File: src/rtl/cpu_bus_bridge_6502_pkg.sv
// Shared definitions for the 6502 memory-access bridge: FSM states, region
// select and the address map constants.
package pif_6502_pkg;

    typedef enum logic [2:0] {
        StIdle,
        StMemIssue,
        StMemWait,
        StIoWait,
        StDone
    } state_e;

    typedef enum logic [1:0] {
        REG_ROM,
        REG_RAM,
        REG_IO,
        REG_NONE
    } region_e;

    localparam logic [15:0] ROM_BASE      = 16'hF000;
    localparam int unsigned ROM_SIZE_LOG2 = 12;
    localparam logic [15:0] RAM_BASE      = 16'h0000;
    localparam int unsigned RAM_SIZE_LOG2 = 11;
    localparam logic [15:0] IO_BASE       = 16'h4000;
    localparam int unsigned IO_SIZE_LOG2  = 8;
    localparam logic [7:0]  IO_TIMEOUT    = 8'd255;
    localparam logic [7:0]  UNMAP_DATA    = 8'hFF;

    // Windows are naturally aligned, so a match is equality above the size bits.
    function automatic logic in_window(logic [15:0] addr, logic [15:0] base,
                                       int unsigned size_log2);
        return (addr >> size_log2) == (base >> size_log2);
    endfunction

endpackage

File: src/rtl/cpu_bus_bridge_6502_if.sv
// CPU-side request/acknowledge bus of the 6502 memory bridge.
interface cpu_bus_bridge_6502_if;
    logic        cpu_req;
    logic [15:0] cpu_addr;
    logic        cpu_we;
    logic [7:0]  cpu_wdata;
    logic        cpu_rdy;
    logic        cpu_ack;
    logic [7:0]  cpu_rdata;

    modport master (
        output cpu_req, cpu_addr, cpu_we, cpu_wdata,
        input  cpu_rdy, cpu_ack, cpu_rdata
    );

    modport slave (
        input  cpu_req, cpu_addr, cpu_we, cpu_wdata,
        output cpu_rdy, cpu_ack, cpu_rdata
    );
endinterface

File: src/rtl/cpu_bus_bridge_6502_decode.sv
// Combinational address decoder: CPU address to region and local addresses.
module bus_decode_6502
    import pif_6502_pkg::*;
(
    input  logic [15:0] addr,
    output region_e     region,
    output logic [11:0] rom_addr,
    output logic [10:0] ram_addr,
    output logic [7:0]  io_addr
);

    always_comb begin
        if (in_window(addr, ROM_BASE, ROM_SIZE_LOG2)) begin
            region = REG_ROM;
        end else if (in_window(addr, IO_BASE, IO_SIZE_LOG2)) begin
            region = REG_IO;
        end else if (in_window(addr, RAM_BASE, RAM_SIZE_LOG2)) begin
            region = REG_RAM;
        end else begin
            region = REG_NONE;
        end
    end

    assign rom_addr = addr[11:0];
    assign ram_addr = addr[10:0];
    assign io_addr  = addr[7:0];

endmodule

File: src/rtl/cpu_bus_bridge_6502.sv
// Memory-access sequencer between the 6502 core and its boot ROM, work RAM
// and I/O window; stalls the CPU via cpu_rdy until each access completes.
module cpu_bus_bridge_6502
    import pif_6502_pkg::*;
(
    input  logic                  clk,
    input  logic                  reset,
    cpu_bus_bridge_6502_if.slave  bus,
    output logic [11:0]           rom_addr,
    output logic                  rom_oe,
    input  logic                  rom_valid,
    input  logic [7:0]            rom_q,
    output logic [10:0]           ram_addr,
    output logic                  ram_oe,
    output logic                  ram_we,
    output logic [7:0]            ram_wdata,
    input  logic                  ram_valid,
    input  logic [7:0]            ram_q,
    output logic                  io_req,
    output logic                  io_we,
    output logic [7:0]            io_addr,
    output logic [7:0]            io_wdata,
    input  logic                  io_ack,
    input  logic [7:0]            io_rdata,
    output logic                  err_rom_write,
    output logic                  err_io_timeout
);

    region_e     dec_region;
    logic [11:0] dec_rom_addr;
    logic [10:0] dec_ram_addr;
    logic [7:0]  dec_io_addr;

    bus_decode_6502 u_decode (
        .addr     (bus.cpu_addr),
        .region   (dec_region),
        .rom_addr (dec_rom_addr),
        .ram_addr (dec_ram_addr),
        .io_addr  (dec_io_addr)
    );

    state_e      state_q, state_d;
    region_e     region_q, region_d;
    logic        we_q, we_d;
    logic [7:0]  wdata_q, wdata_d;
    logic [11:0] rom_addr_q, rom_addr_d;
    logic [10:0] ram_addr_q, ram_addr_d;
    logic [7:0]  io_addr_q, io_addr_d;
    logic [7:0]  cnt_q, cnt_d;
    logic [7:0]  rdata_q, rdata_d;
    logic        rdy_q, rdy_d;
    logic        ack_q, ack_d;
    logic        rom_oe_q, rom_oe_d;
    logic        ram_oe_q, ram_oe_d;
    logic        ram_we_q, ram_we_d;
    logic        io_req_q, io_req_d;
    logic        err_rom_q, err_rom_d;
    logic        err_to_q, err_to_d;

    always_comb begin
        state_d    = state_q;
        region_d   = region_q;
        we_d       = we_q;
        wdata_d    = wdata_q;
        rom_addr_d = rom_addr_q;
        ram_addr_d = ram_addr_q;
        io_addr_d  = io_addr_q;
        cnt_d      = cnt_q;
        rdata_d    = rdata_q;
        rdy_d      = rdy_q;
        io_req_d   = io_req_q;
        ack_d      = 1'b0;
        rom_oe_d   = 1'b0;
        ram_oe_d   = 1'b0;
        ram_we_d   = 1'b0;
        err_rom_d  = 1'b0;
        err_to_d   = 1'b0;

        unique case (state_q)
            StIdle: begin
                if (bus.cpu_req) begin
                    region_d   = dec_region;
                    we_d       = bus.cpu_we;
                    wdata_d    = bus.cpu_wdata;
                    rom_addr_d = dec_rom_addr;
                    ram_addr_d = dec_ram_addr;
                    io_addr_d  = dec_io_addr;
                    cnt_d      = 8'd0;
                    rdy_d      = 1'b0;
                    unique case (dec_region)
                        REG_ROM: begin
                            if (bus.cpu_we) begin
                                err_rom_d = 1'b1;
                                ack_d     = 1'b1;
                                state_d   = StDone;
                            end else begin
                                rom_oe_d = 1'b1;
                                state_d  = StMemIssue;
                            end
                        end
                        REG_RAM: begin
                            if (bus.cpu_we) begin
                                ram_we_d = 1'b1;
                                ack_d    = 1'b1;
                                state_d  = StDone;
                            end else begin
                                ram_oe_d = 1'b1;
                                state_d  = StMemIssue;
                            end
                        end
                        REG_IO: begin
                            io_req_d = 1'b1;
                            state_d  = StIoWait;
                        end
                        REG_NONE: begin
                            // Unmapped writes are dropped and leave cpu_rdata alone.
                            if (!bus.cpu_we) begin
                                rdata_d = UNMAP_DATA;
                            end
                            ack_d   = 1'b1;
                            state_d = StDone;
                        end
                    endcase
                end
            end
            StMemIssue: begin
                state_d = StMemWait;
            end
            StMemWait: begin
                if (region_q == REG_ROM && rom_valid) begin
                    rdata_d = rom_q;
                    ack_d   = 1'b1;
                    state_d = StDone;
                end else if (region_q == REG_RAM && ram_valid) begin
                    rdata_d = ram_q;
                    ack_d   = 1'b1;
                    state_d = StDone;
                end
            end
            StIoWait: begin
                if (io_ack) begin
                    if (!we_q) begin
                        rdata_d = io_rdata;
                    end
                    io_req_d = 1'b0;
                    ack_d    = 1'b1;
                    state_d  = StDone;
                end else if (cnt_q == IO_TIMEOUT - 8'd1) begin
                    // IO_TIMEOUT cycles of io_req without io_ack: force completion.
                    if (!we_q) begin
                        rdata_d = UNMAP_DATA;
                    end
                    io_req_d = 1'b0;
                    err_to_d = 1'b1;
                    ack_d    = 1'b1;
                    state_d  = StDone;
                end else begin
                    cnt_d = cnt_q + 8'd1;
                end
            end
            StDone: begin
                rdy_d   = 1'b1;
                state_d = StIdle;
            end
            default: begin
                rdy_d   = 1'b1;
                state_d = StIdle;
            end
        endcase
    end

    always_ff @(posedge clk or posedge reset) begin
        if (reset) begin
            state_q    <= StIdle;
            region_q   <= REG_NONE;
            we_q       <= 1'b0;
            wdata_q    <= 8'h00;
            rom_addr_q <= 12'h000;
            ram_addr_q <= 11'h000;
            io_addr_q  <= 8'h00;
            cnt_q      <= 8'd0;
            rdata_q    <= 8'h00;
            rdy_q      <= 1'b1;
            ack_q      <= 1'b0;
            rom_oe_q   <= 1'b0;
            ram_oe_q   <= 1'b0;
            ram_we_q   <= 1'b0;
            io_req_q   <= 1'b0;
            err_rom_q  <= 1'b0;
            err_to_q   <= 1'b0;
        end else begin
            state_q    <= state_d;
            region_q   <= region_d;
            we_q       <= we_d;
            wdata_q    <= wdata_d;
            rom_addr_q <= rom_addr_d;
            ram_addr_q <= ram_addr_d;
            io_addr_q  <= io_addr_d;
            cnt_q      <= cnt_d;
            rdata_q    <= rdata_d;
            rdy_q      <= rdy_d;
            ack_q      <= ack_d;
            rom_oe_q   <= rom_oe_d;
            ram_oe_q   <= ram_oe_d;
            ram_we_q   <= ram_we_d;
            io_req_q   <= io_req_d;
            err_rom_q  <= err_rom_d;
            err_to_q   <= err_to_d;
        end
    end

    assign bus.cpu_rdy   = rdy_q;
    assign bus.cpu_ack   = ack_q;
    assign bus.cpu_rdata = rdata_q;

    assign rom_addr       = rom_addr_q;
    assign rom_oe         = rom_oe_q;
    assign ram_addr       = ram_addr_q;
    assign ram_oe         = ram_oe_q;
    assign ram_we         = ram_we_q;
    assign ram_wdata      = wdata_q;
    assign io_req         = io_req_q;
    assign io_we          = we_q;
    assign io_addr        = io_addr_q;
    assign io_wdata       = wdata_q;
    assign err_rom_write  = err_rom_q;
    assign err_io_timeout = err_to_q;

endmodule

File: src/flat_wrapper.sv
// flat-port wrapper written by rule: the top's interface ports become plain ports
module cpu_bus_bridge_6502_flat import pif_6502_pkg::*;
  (clk, reset, rom_addr, rom_oe, rom_valid, rom_q, ram_addr, ram_oe, ram_we, ram_wdata, ram_valid, ram_q, io_req, io_we, io_addr, io_wdata, io_ack, io_rdata, err_rom_write, err_io_timeout, bus_cpu_req, bus_cpu_addr, bus_cpu_we, bus_cpu_wdata, bus_cpu_rdy, bus_cpu_ack, bus_cpu_rdata);
  cpu_bus_bridge_6502_if bus_i ();
  input  logic clk;
  input  logic reset;
  output logic [11:0] rom_addr;
  output logic rom_oe;
  input  logic rom_valid;
  input  logic [7:0] rom_q;
  output logic [10:0] ram_addr;
  output logic ram_oe;
  output logic ram_we;
  output logic [7:0] ram_wdata;
  input  logic ram_valid;
  input  logic [7:0] ram_q;
  output logic io_req;
  output logic io_we;
  output logic [7:0] io_addr;
  output logic [7:0] io_wdata;
  input  logic io_ack;
  input  logic [7:0] io_rdata;
  output logic err_rom_write;
  output logic err_io_timeout;
  input wire logic [$bits(bus_i.cpu_req)-1:0] bus_cpu_req;
  input wire logic [$bits(bus_i.cpu_addr)-1:0] bus_cpu_addr;
  input wire logic [$bits(bus_i.cpu_we)-1:0] bus_cpu_we;
  input wire logic [$bits(bus_i.cpu_wdata)-1:0] bus_cpu_wdata;
  output wire logic [$bits(bus_i.cpu_rdy)-1:0] bus_cpu_rdy;
  output wire logic [$bits(bus_i.cpu_ack)-1:0] bus_cpu_ack;
  output wire logic [$bits(bus_i.cpu_rdata)-1:0] bus_cpu_rdata;
  assign bus_i.cpu_req = bus_cpu_req;
  assign bus_i.cpu_addr = bus_cpu_addr;
  assign bus_i.cpu_we = bus_cpu_we;
  assign bus_i.cpu_wdata = bus_cpu_wdata;
  assign bus_cpu_rdy = bus_i.cpu_rdy;
  assign bus_cpu_ack = bus_i.cpu_ack;
  assign bus_cpu_rdata = bus_i.cpu_rdata;
  cpu_bus_bridge_6502 u_core (.clk(clk), .reset(reset), .bus(bus_i), .rom_addr(rom_addr), .rom_oe(rom_oe), .rom_valid(rom_valid), .rom_q(rom_q), .ram_addr(ram_addr), .ram_oe(ram_oe), .ram_we(ram_we), .ram_wdata(ram_wdata), .ram_valid(ram_valid), .ram_q(ram_q), .io_req(io_req), .io_we(io_we), .io_addr(io_addr), .io_wdata(io_wdata), .io_ack(io_ack), .io_rdata(io_rdata), .err_rom_write(err_rom_write), .err_io_timeout(err_io_timeout));
endmodule
File: config.mk
export PLATFORM = sky130hd
export DESIGN_NAME = cpu_bus_bridge_6502_flat
export DESIGN_NICKNAME = d
export VERILOG_FILES = /design/src/rtl/cpu_bus_bridge_6502_pkg.sv /design/src/rtl/cpu_bus_bridge_6502_if.sv /design/src/rtl/cpu_bus_bridge_6502_decode.sv /design/src/rtl/cpu_bus_bridge_6502.sv /design/src/flat_wrapper.sv
export SDC_FILE = /design/constraint.sdc
export NUM_CORES = 1
export LEC_CHECK = 0
export CAP_MARGIN = 20
export CORE_ASPECT_RATIO = 0.8
export CORE_MARGIN = 3
export CORE_UTILIZATION = 35
export CTS_BUF_LIST = sky130_fd_sc_hd__clkbuf_2 sky130_fd_sc_hd__clkbuf_4 sky130_fd_sc_hd__clkbuf_8
export CTS_CLUSTER_SIZE = 24
export DETAILED_ROUTE_END_ITERATION = 12
export PLACE_DENSITY = 0.71
export RECOVER_POWER = 50
export SLEW_MARGIN = 0
export SYNTH_ARGS = -nofsm -noshare
export SYNTH_HDL_FRONTEND = slang
export SYNTH_SLANG_ARGS = --single-unit
File: constraint.sdc
create_clock -name clk -period 2.85 [get_ports clk]
set_input_delay 0.4275 -clock clk [delete_from_list [all_inputs] [get_ports clk]]
set_output_delay 0.4275 -clock clk [all_outputs]
set_load 0.005 [all_outputs]
Yosys cells after proc, flatten, opt, wreduce, memory -nomap -nowiden
Cells that the tools add are included.
Widths: inputs -> output; s select.
{ "totals": {"regBits": 69, "inputBits": 55, "out_inout_bits": 64, "wordCells": 109} }
{ "op_classes": {"n_addsub": 1, "eq_ne": 19, "muxes": 55, "bitwise": 1, "n_reduce_logical": 16} }
{ "op_table": {"columns": ["cell", "n"], "rows": [
  ["$mux 8", 12],
  ["$mux 1", 26],
  ["$pmux 8 s3", 1],
  ["$mux 3", 6],
  ["$logic_not 16->1", 1],
  ["$pmux 8 s2", 1],
  ["$ne 2x2->1 const B", 7],
  ["$pmux 3 s4", 1],
  ["$pmux 3 s3", 1],
  ["$add 8x1->8 const B", 1],
  ["$eq 8x7->1 const B", 1],
  ["$eq 8x8->1 const B", 1],
  ["$reduce_and 4->1", 2],
  ["$reduce_and 7->1", 1],
  ["$eq 3x2->1 const B", 2],
  ["$mux 2", 3],
  ["$pmux 1 s2", 3],
  ["$eq 2x1->1 const B", 2],
  ["$eq 2x2->1 const B", 2],
  ["$eq 4x4->1 const B", 1],
  ["$logic_not 2->1", 2],
  ["$reduce_and 2->1", 2],
  ["$eq 3x1->1 const B", 1],
  ["$logic_not 3->1", 1],
  ["other kinds (10)", 11]
]} }

Longest topological paths before layout
Gate-level depths: netlist of run 1.
{ "logic_depth": {"ltp_word": 9, "mapped_depth": 7, "mapped_depth_nobuf": 7} }

Modules after synthesis
A second synthesis of run 1 with hierarchy kept.
{ "hier_totals": {"hier_cells": 375, "hier_area_um2": 3404.5} }
{ "modules_own_cells": {"columns": ["mod", "instances", "cells_per_inst", "area_each_um2", "seq_area_each_um2"], "rows": [
  ["cpu_bus_bridge_6502", 1, 338, 3118.0, 1730.4],
  ["bus_decode_6502", 1, 37, 286.5, 0.0]
]} }

Worst setup path after synthesis of run 1
OpenSTA, ideal clock, no wires.
{ "synth_path": {"path_kind": "register to register", "start": "register u_core.cnt_q[0]", "end": "register u_core.rdata_q[1], in the netlist u_core.bus.cpu_rdata[1]", "setup_ns": 0.125, "arrival_ns": 1.924, "t_required_ns": 2.725, "slack_ns": 0.801, "path_stages_with_launch": 8, "n_path_buf": 0, "synth_period_minus_slack_ns": 2.049, "path_cell_list": "dfrtp_1 inv_1 ha_1 nand4_1 o21ai_4 nand2_2 nor4_4 mux2_2"} }
{ "synth_via": {"elab_chain_cells": 3} }
{ "synth_rtl": {"columns": ["item", "line", "source"], "rows": [
  ["start: declaration", "cpu_bus_bridge_6502.sv:49", "logic [7:0] cnt_q, cnt_d;"],
  ["start signal: assignment", "cpu_bus_bridge_6502.sv:199", "cnt_q <= cnt_d;"],
  ["$eq 8x8->1", "cpu_bus_bridge_6502.sv:148", "end else if (cnt_q == IO_TIMEOUT - 8'd1) begin"],
  ["$ne 3x2->1 (no line)", null, null],
  ["$reduce_and 7->1 (no line)", null, null],
  ["end signal: assignment", "cpu_bus_bridge_6502.sv:200", "rdata_q <= rdata_d;"],
  ["end: declaration", "cpu_bus_bridge_6502.sv:50", "logic [7:0] rdata_q, rdata_d;"]
]} }
No other way between the ends.
A chain may end at the register's enable or synchronous reset.

Worst setup path after layout of run 1
{ "layout_path": {"start": "input bus_cpu_addr[11]", "end": "register u_core.rdata_q[2], in the netlist u_core.bus.cpu_rdata[2]"} }
{ "layout_via": {"elab_chain_cells": 7, "elab_cells_between_ends": 8, "classes_between": "eq/ne (3); mux (3); reduce/logical (2)"} }
{ "layout_rtl": {"columns": ["item", "line", "source"], "rows": [
  ["start: declaration", "flat_wrapper.sv:26", "input wire logic [$bits(bus_i.cpu_addr)-1:0] bus_cpu_addr;"],
  ["$logic_not 16->1", "cpu_bus_bridge_6502_pkg.sv:32", "return (addr >> size_log2) == (base >> size_log2);"],
  ["$mux 2", "cpu_bus_bridge_6502_decode.sv:17", "end else if (in_window(addr, RAM_BASE, RAM_SIZE_LOG2)) begin"],
  ["$mux 2 (*)", "cpu_bus_bridge_6502_decode.sv:15", "end else if (in_window(addr, IO_BASE, IO_SIZE_LOG2)) begin"],
  ["$mux 2 (*)", "cpu_bus_bridge_6502_decode.sv:13", "if (in_window(addr, ROM_BASE, ROM_SIZE_LOG2)) begin"],
  ["$eq 2x2->1 (*)", "cpu_bus_bridge_6502.sv:90", "unique case (dec_region)"],
  ["$ne 2x2->1 (no line) (*)", null, null],
  ["$reduce_and 7->1 (no line) (*)", null, null]
]} }
Every way passes the cells marked *; elsewhere a longest branch is shown, timed or not.

==> out/metrics.csv, run 1 <==
metric;value;unit
# DRC;0;
Post-Synth XOR/XNOR Area;1.755;%
Clock Root Buffer;clkbuf_8;
pwr dens;477.9;mW/mm2
ANT nets after route;0;
Wirelength per Cell;14.17;um
Slew Viols, Final;0;
met2 WL;3040;um
clock share of power;24.8;%
leading area contributor after synthesis;dfrtp_1;
setup ws final;516.6;ps
CTS max path bufs;2;
area share of the largest cell type after synthesis;47.14;%
final hold vios;0;
fin crit period;2333;ps
Sink Count;50;
Initial Util;37.59;%
met3 WL;558;um
Synth Register Bits;50;
antenna violations before repair;0;
CP Class;input pin to flip-flop;
Inst Count DP;443;
Setup crit start kind;input pin;
Critical Path Fanout Max;8;
worst-case vdd ir drop;262.5;uV
Avg Cell Area, Syn;9.172;um2
Slowest-stage cell, CP;clkdlybuf4s50_1;
Clock Skew;5.012;ps
first-pass GRT wire length;10410;um
# diodes;0;
Pwr Total;1.752;mW
largest family of logic cells by synthesized area;simple AND/OR/NAND/NOR gates;
measured slew at the worst slew-check pin;1244;ps
die extent in y;81.52;um
Pleak;1.567;nW
fin cells;451;
outcome;complete, no violations;
CTS tree;built;
IO Port Bufs;118;
Flop pwr share;47.7;%
WHS;485.0;ps
max_cap viols;0;
Switching Fraction;26.84;%
clock latency on the worst-skew pair;300;ps
multiplexer area fraction after synthesis;4.012;%
highest metal used;met4;
Net Switching;0.4702;mW
Reg clk slew, reported paths;90;ps
synthesized net count;329;
Ports;119;
Rows;26;
post-CTS sizing;0;
Post-Synth Simple-Gate Area;24.42;%
die area;0.008184;mm2
final setup TNS;0;ps
Post-Place Setup Slack;223.6;ps
Fillers;612;
WP buf/inv;1;
GRT Util Overall;15.87;%
Routed met1 length;2736;um
vias in the first global route;2162;
top post-synthesis cells by area;dfrtp_1, nand2_1, buf_4;
Post-synth EDFFs;0;
Num CTS Buffers;5;
f_max;428.6;MHz
slew margin rel.;16.99;%
Arrival @ worst endpoint;2530;ps
CP delay by family, top;simple AND/OR/NAND/NOR gates;
Worst EP required;3040;ps
initial drt markers;82;
Setup Fix Bufs, Post-CTS;0;
gr ovfl total;0;
H-tree levels;2;
core area;0.006636;mm2
Post-Synth Adder-Cell Area;1.003;%
routed wire length;6390;um
yosys warns;0;
DP HPWL;4815;um
crit-path cells;clkdlybuf4s50_1 -> or4_1 -> o21ai_0 -> o31a_2 -> nor4_4 -> mux2_2;
leading cell type in the layout, fill and taps excluded;clkdlybuf4s50_1;
layout cell share with drive strength beyond 1;7.629;%
leading cell types in the layout, fill and taps excluded;clkdlybuf4s50_1, nand2_1, dfrtp_1;
RSZ-0062 raised after global routing;false;
die width;100.4;um
period utilisation layout;81.87;%
hold crit path type;flip-flop to flip-flop;
largest net degree at the start of global routing;34;
combinational share of power;27.6;%
Post-Synthesis Cells;272;
Final Wtd Congestion;0.7484;
slowest stage delay, CP;480;ps
net count reported at finish;423;
drt first pass iters;4;
sequential element share of the synthesized area;50.30;%
count of cell types in the netlist;39;
Internal Power;1.282;mW
hold_buf cts;0;
final setup vio count;0;
Area growth syn-to-layout;46.94;%
synthesized area;0.002495;mm2
post-synthesis compound-gate area fraction;7.974;%
via density per instance;4.776;
FFs w/ async S/R, synth;100.0;%
Setup crit end kind;flip-flop;
top_reg_cell synth;dfrtp_1;
routed via count;2154;
final cells by class:
| type | instances | area (um2) | share of cell area, % |
|---|---|---|---|
| flip-flops and latches | 50 | 1255 | 34.23 |
| repair buffers | 124 | 1219 | 33.24 |
| multi-input cells | 180 | 973.4 | 26.55 |
| well taps | 84 | 105.1 | 2.867 |
| clock buffers | 6 | 82.58 | 2.253 |
| inverters | 5 | 18.77 | 0.5119 |
| clock inverters | 2 | 12.51 | 0.3413 |
sequential cells by signal (all words and copies together), names as in the netlist, 2 cells and up:
register	count
u_core.io_wdata	8
u_core.rom_addr	2
u_core.ram_addr	3
u_core.state_q	3
u_core.cnt_q	8
u_core.region_q	2
u_core.bus.cpu_rdata	8
u_core.io_addr	7
cell usage after synthesis, types with 2 or more instances:
cell,instances
dfrtp_1,47
ha_1,2
a31oi_1,8
nor3_1,4
dfstp_2,3
nor2_1,26
a221o_1,2
buf_4,28
nand2_1,84
a21oi_1,4
nor4_4,2
inv_1,5
xnor2_1,4
clkbuf_1,9
nand4_1,2
nand3_1,3
mux2_2,6
o21ai_0,8
mux2_1,2
and2_1,4
path summary, 6_finish.rpt:
kind                                                        to  slack, ps                            start  cells after the start
max                        u_core.bus.cpu_rdata[2]$_DFFE_PP0P_        520                 bus_cpu_addr[11]                      6
min in group asynchronous       u_core.io_wdata[0]$_DFFE_PP0P_        890                            reset                      2
max in group asynchronous              u_core.rom_oe$_DFF_PP0_        890                            reset                      3
min reg2reg                    u_core.rom_addr[11]$_DFFE_PP0P_        480  u_core.rom_addr[11]$_DFFE_PP0P_                      2
min                            u_core.rom_addr[11]$_DFFE_PP0P_        480  u_core.rom_addr[11]$_DFFE_PP0P_                      2
max reg2reg                u_core.bus.cpu_rdata[2]$_DFFE_PP0P_        520      u_core.cnt_q[0]$_DFFE_PP0P_                      7
layer usage:
layer | up-vias | track usage [%]
li1 | 1055 | -
met1 | 999 | 21.36
met2 | 92 | 25.79
met3 | 8 | 4.329
met4 | 0 | 3.499
met5 | - | 0
through the flow:
stage / instance area (um2) / util, %
after floorplan: 2495 / -
after global placement: 3582 / 53.98
after detailed placement: 3582 / 53.98
after CTS: 3677 / 55.41
after global routing: 3666 / 55.24
final: 3666 / 55.24
power groups by stage:
stage	Combinational [mW]	Sequential [mW]	Clock [mW]
after detailed placement	0.502	0.850	0
after CTS	0.504	0.838	0.453
after global routing	0.530	0.847	0.485
after floorplan	0.227	0.844	0
final	0.483	0.835	0.434
after global placement	0.496	0.847	0
cells by family (layout without fill, tap and decap cells):
group | after synthesis | in the layout
AND/OR/NAND/NOR | 135 | 135
flip-flops | 50 | 50
multiplexers | 9 | 9
XOR/XNOR | 5 | 5
AO/OA/AOI/OAI | 29 | 29
buffers and inverters | 42 | 137
adder cells (fa/ha/maj) | 2 | 2
tightest hold or removal path: stages, from the launching register on:
cell and delay, ps:
dfrtp_1 350, nand2_1 50, nand2_1 60
(Power assumes the default switching activity.)
==> run 2: changes to the inputs <==
Settings changed: PLACE_DENSITY 0.71 to 0.74.
Clock period 2.85 ns to 1.97 ns, I/O delays scaled along.
==> run 2 against run 1 <==
- combinational power grew 50%
- first-iteration DRC count shrank 26%
- utilization grew 2.7 points
- hold slack lost 98 ps
- critical endpoint is now u_core.bus.cpu_rdata[5]$_DFFE_PP0P_
- largest cell class is now non-clock buffers
- highest routed layer unchanged
==> out/metrics.csv, run 2 (synthesis results as in run 1) <==
metric;value;unit
Setup crit start kind;input pin;
Area growth syn-to-layout;54.21;%
R2R Path End;u_core.bus.cpu_rdata[5]$_DFFE_PP0P_;
hold_buf cts;0;
slew margin rel.;20.34;%
largest net degree at the start of global routing;51;
hold crit path type;input pin to flip-flop;
Setup crit end kind;flip-flop;
outcome;complete, no violations;
Sink Count;50;
Fillers;568;
via density per instance;4.661;
antenna violations before repair;0;
Ports;119;
Arrival @ worst endpoint;2130;ps
Flop pwr share;45.3;%
setup ws final;27.83;ps
gr ovfl total;0;
crit-path cells;clkdlybuf4s50_1 -> nand2b_1 -> nor4_4 -> o31a_2 -> nor4_4 -> buf_6 -> mux2_2;
Worst EP required;2160;ps
CTS tree;built;
clock share of power;27.6;%
die width;100.4;um
Pleak;1.702;nW
f_max;514.9;MHz
multi-input combinational cell area;984.7;um2
Clock Skew;7.606;ps
final setup vio count;0;
ANT nets after route;0;
# DRC;0;
die extent in y;81.52;um
leading cell type in the layout, fill and taps excluded;clkdlybuf4s50_1;
register area;0.001255;mm2
Critical Path Fanout Max;8;
period utilisation layout;98.59;%
CP Class;input pin to flip-flop;
Switching Fraction;25.14;%
IO Port Bufs;118;
fin crit period;1942;ps
final core utilization;57.98;%
layout cell share with drive strength beyond 1;12.73;%
RSZ-0062 raised after global routing;false;
routed via count;2186;
r2r setup slk;160;ps
routed wire length;6523;um
leading cell types in the layout, fill and taps excluded;clkdlybuf4s50_1, nand2_1, dfrtp_1;
H-tree levels;2;
clock latency on the worst-skew pair;300;ps
Internal Power;1.998;mW
pwr dens;693.7;mW/mm2
initial drt markers;61;
max_cap viols;0;
Rows;26;
Final Wtd Congestion;0.8010;
DP HPWL;4994;um
slowest stage delay, CP;470;ps
most used cell, CP;nor4_4;
Initial Util;37.59;%
# diodes;0;
combinational share of power;27.1;%
hold path start;bus_cpu_addr[14];
Slew Viols, Final;0;
core area;0.006636;mm2
Wirelength per Cell;13.91;um
final setup TNS;0;ps
Num CTS Buffers;5;
Slowest-stage cell, CP;clkdlybuf4s50_1;
net count reported at finish;441;
vias in the first global route;2188;
Net Switching;0.6710;mW
CTS max path bufs;2;
GRT Util Overall;15.73;%
Worst Reg-to-Reg Cells;8;
die area;0.008184;mm2
measured slew at the worst slew-check pin;1195;ps
Reg clk slew, reported paths;90;ps
final hold vios;0;
Worst R2R Start;u_core.cnt_q[0]$_DFFE_PP0P_;
first-pass GRT wire length;10360;um
Pwr Total;2.669;mW
worst-case vdd ir drop;378.0;uV
hold path endpoint;u_core.ram_oe$_DFF_PP0_;
Post-Place Setup Slack;-606.2;ps
Clock Root Buffer;clkbuf_8;
drt first pass iters;4;
hold depth;3;
-- run 2: how the worst max path moves through the flow --
stage	slack [ps]	end	from
after global placement	-530	u_core.bus.cpu_rdata[3]$_DFFE_PP0P_	bus_cpu_addr[11]
after global routing	4	u_core.bus.cpu_rdata[3]$_DFFE_PP0P_	bus_cpu_addr[11]
after CTS	20	u_core.bus.cpu_rdata[5]$_DFFE_PP0P_	u_core.cnt_q[0]$_DFFE_PP0P_
after floorplan	40	u_core.bus.cpu_rdata[1]$_DFFE_PP0P_	u_core.cnt_q[0]$_DFFE_PP0P_
final	30	u_core.bus.cpu_rdata[5]$_DFFE_PP0P_	bus_cpu_addr[9]
after detailed placement	-610	u_core.bus.cpu_rdata[7]$_DFFE_PP0P_	bus_cpu_addr[15]
-- run 2: timing repair --
action	4_1_cts	5_1_grt
gates resized for setup	6	2
buffers inserted	2	1
endpoints found under the setup margin	10	8
pin swaps	4	4
-- run 2: power groups by stage --
stage / clock network (mW) / registers, mW / logic, mW
final: 0.737 / 1.21 / 0.724
after global routing: 0.808 / 1.23 / 0.789
after CTS: 0.763 / 1.21 / 0.759
after detailed placement: 0 / 1.23 / 0.753
after global placement: 0 / 1.23 / 0.742
after floorplan: 0 / 1.22 / 0.330
-- run 2: metrics by stage --
step           std cells  cell area (um2)  hold slack (ps)
4_1_cts              468             3857            348.8
5_1_grt              469             3847            387.1
6_report             469             3847            387.2
2_1_floorplan        272             2495            366.7
3_5_place_dp         459             3727            486.6
3_3_place_gp         459             3727            459.1
-- run 2: area by class of cell --
cell class	count	share of cell area, %
Clock inverter	1	0.7805
Timing Repair Buffer	142	35.61
Clock buffer	7	2.179
Multi-Input combinational cell	180	25.59
Sequential cell	50	32.62
Inverter	5	0.4878
Tap cell	84	2.732
-- run 2: routing by layer --
layer	global-route usage, %	routed length [um]	up-vias	share of wire [%]
li1	-	-	1096	-
met1	20.48	2921	1012	45
met2	27.38	3177	76	49
met3	3.311	409	2	6.3
met4	3.096	16	0	0.25
met5	0	0	-	0
-- run 2: worst max-delay path, delay by kind of cell --
family                 cells  cell delay [ps]
buffers and inverters      2              650
and+or+nand+nor            3              480
AOI/OAI and AO/OA          1              360
muxes                      1              340
==> run 3: changes to the inputs <==
--- a/config.mk
+++ b/config.mk
@@ -15,5 +15,5 @@
 export PLACE_DENSITY = 0.74
 export RECOVER_POWER = 50
-export SLEW_MARGIN = 0
+export SLEW_MARGIN = 20
 export SYNTH_ARGS = -nofsm -noshare
 export SYNTH_HDL_FRONTEND = slang
==> constraint.sdc (replaced) <==
create_clock -name clk -period 1.97 [get_ports clk]
set_input_delay 0.2955 -clock clk [delete_from_list [all_inputs] [get_ports clk]]
set_output_delay 0.2955 -clock clk [all_outputs]
set_load 0.01 [all_outputs]
==> run 3 against run 2 <==
- hold slack about the same
- utilization about the same
- power increased by 2.8%
- register-to-register slack about the same
- critical path depth unchanged
- final cell count unchanged
- maximum frequency about the same
- critical endpoint unchanged
- via count decreased by 0.14%
==> out/metrics.csv, run 3 (synthesis results as in run 1) <==
metric;value;unit
outcome;complete, no violations;
final setup vio count;0;
critical path launch point;bus_cpu_addr[9];
Pleak;1.699;nW
die area;0.008184;mm2
routed wire length;6531;um
Slew Viols, Final;0;
met1 Use GR;20.48;%
via density per instance;4.655;
RSZ-0062 raised after global routing;false;
WHS;387.4;ps
combinational share of power;29.1;%
period utilisation layout;98.60;%
gr ovfl total;0;
vias in the first global route;2188;
IO Port Bufs;118;
hold_buf cts;0;
slew margin rel.;20.33;%
leading cell types in the layout, fill and taps excluded;clkdlybuf4s50_1, nand2_1, dfrtp_1;
global-route met2 utilization;27.38;%
layout cell share with drive strength beyond 1;12.73;%
Final Wtd Congestion;0.8010;
Worst Setup EP;u_core.bus.cpu_rdata[5]$_DFFE_PP0P_;
Clock Root Buffer;clkbuf_8;
R2R Path End;u_core.bus.cpu_rdata[5]$_DFFE_PP0P_;
largest net degree at the start of global routing;51;
Num CTS Buffers;5;
drt first pass iters;4;
fin crit period;1942;ps
Wirelength per Cell;13.93;um
Worst Reg-to-Reg Cells;8;
first-pass GRT wire length;10360;um
measured slew at the worst slew-check pin;1195;ps
# DRC;0;
Fillers;568;
Rows;26;
Switching Fraction;27.01;%
GRT Util Overall;15.73;%
core area;0.006636;mm2
initial drt markers;61;
leading cell type in the layout, fill and taps excluded;clkdlybuf4s50_1;
CTS max path bufs;2;
Design Area, Final;0.003845;mm2
# diodes;0;
Area growth syn-to-layout;54.11;%
Setup crit end kind;flip-flop;
clock share of power;26.8;%
worst-case vdd ir drop;408.8;uV
ANT nets after route;0;
antenna violations before repair;0;
Flop pwr share;44.1;%
Net Switching;0.7410;mW
r2r setup slk;160;ps
hold crit path type;input pin to flip-flop;
net count reported at finish;441;
met3 capacity usage during global routing;3.311;%
CTS tree;built;
die extent in y;81.52;um
final hold vios;0;
DP HPWL;4994;um
Initial Util;37.59;%
Internal Power;2.002;mW
pwr dens;713.5;mW/mm2
Sink Count;50;
Setup crit start kind;input pin;
max_cap viols;0;
GRT busiest layer;met2;
Clock Skew;7.513;ps
H-tree levels;2;
f_max;514.8;MHz
die width;100.4;um
clock latency on the worst-skew pair;300;ps
Post-DP Area;0.003727;mm2
Worst EP required;2160;ps
routed via count;2183;
CP Class;input pin to flip-flop;
Arrival @ worst endpoint;2130;ps
Worst R2R Start;u_core.cnt_q[0]$_DFFE_PP0P_;
Reg clk slew, reported paths;90;ps
Ports;119;
Critical Path Fanout Max;8;
==> run 3: cell count changes in the layout (fill, tap and decap cells not counted), sizes merged <==
| cell | previous run | this run |
|---|---|---|
| clkbuf | 10 | 11 |
| dlygate4sd3 | 27 | 25 |
| clkdlybuf4s50 | 87 | 89 |
| buf | 21 | 20 |
==> run 3: per-stage QoR <==
stage	power [mW]	utilization [%]	std cells	setup WS, ps	setup TNS (ps)
finish	2.743	57.94	469	27.56	0
global route	2.895	57.94	469	4.092	0
CTS	2.806	58.13	468	19.74	0
detailed placement	2.055	56.17	459	-606.2	-5757
global placement	2.040	56.17	459	-526.9	-4990
floorplan	1.622	-	272	38.17	0
==> run 3: worst min-delay path by stage <==
stage / start / end / slack (ps) / cells past startpoint
6_report: bus_cpu_addr[14] / u_core.ram_oe$_DFF_PP0_ / 390 / 3
5_1_grt: bus_cpu_addr[14] / u_core.ram_we$_DFF_PP0_ / 390 / 3
4_1_cts: reset / u_core.cnt_q[2]$_DFFE_PP0P_ / 350 / 3
3_5_place_dp: u_core.rom_addr[11]$_DFFE_PP0P_ / u_core.rom_addr[11]$_DFFE_PP0P_ / 490 / 2
3_3_place_gp: u_core.rom_addr[11]$_DFFE_PP0P_ / u_core.rom_addr[11]$_DFFE_PP0P_ / 460 / 2
2_1_floorplan: bus_cpu_addr[14] / u_core.ram_oe$_DFF_PP0_ / 370 / 1
==> run 3: cell type report <==
cell class | count | area (um2) | share of cell area (%)
clock buffers | 7 | 83.83 | 2.180
clock inverters | 1 | 30.03 | 0.7810
repair buffers | 142 | 1368 | 35.57
multi-input cells | 180 | 984.7 | 25.61
well taps | 84 | 105.1 | 2.733
inverters | 5 | 18.77 | 0.4881
flip-flops and latches | 50 | 1255 | 32.64
==> run 3: worst max-delay path, stage by stage <==
cell	delay (ps)
clkdlybuf4s50_1	470
nand2b_1	160
nor4_4	60
o31a_2	360
nor4_4	260
buf_6	180
mux2_2	340
==> run 3: what timing repair did <==
item,CTS,global route
pin swaps,4,4
setup endpoints to repair,10,8
resized for setup,6,2
setup buffers,2,1
==> run 3: layer usage <==
| metal | vias to the layer above | wire, um |
|---|---|---|
| met4 | 0 | 16 |
| met2 | 74 | 3182 |
| met1 | 1012 | 2942 |
| met5 | - | 0 |
| li1 | 1095 | - |
| met3 | 2 | 390 |
==> run 3: power by group through the flow <==
| stage | registers, mW | logic (mW) | clock network (mW) |
|---|---|---|---|
| floorplan | 1.25 | 0.369 | 0 |
| global placement | 1.23 | 0.814 | 0 |
| detailed placement | 1.23 | 0.825 | 0 |
| CTS | 1.21 | 0.831 | 0.763 |
| global route | 1.23 | 0.862 | 0.808 |
| finish | 1.21 | 0.798 | 0.736 |
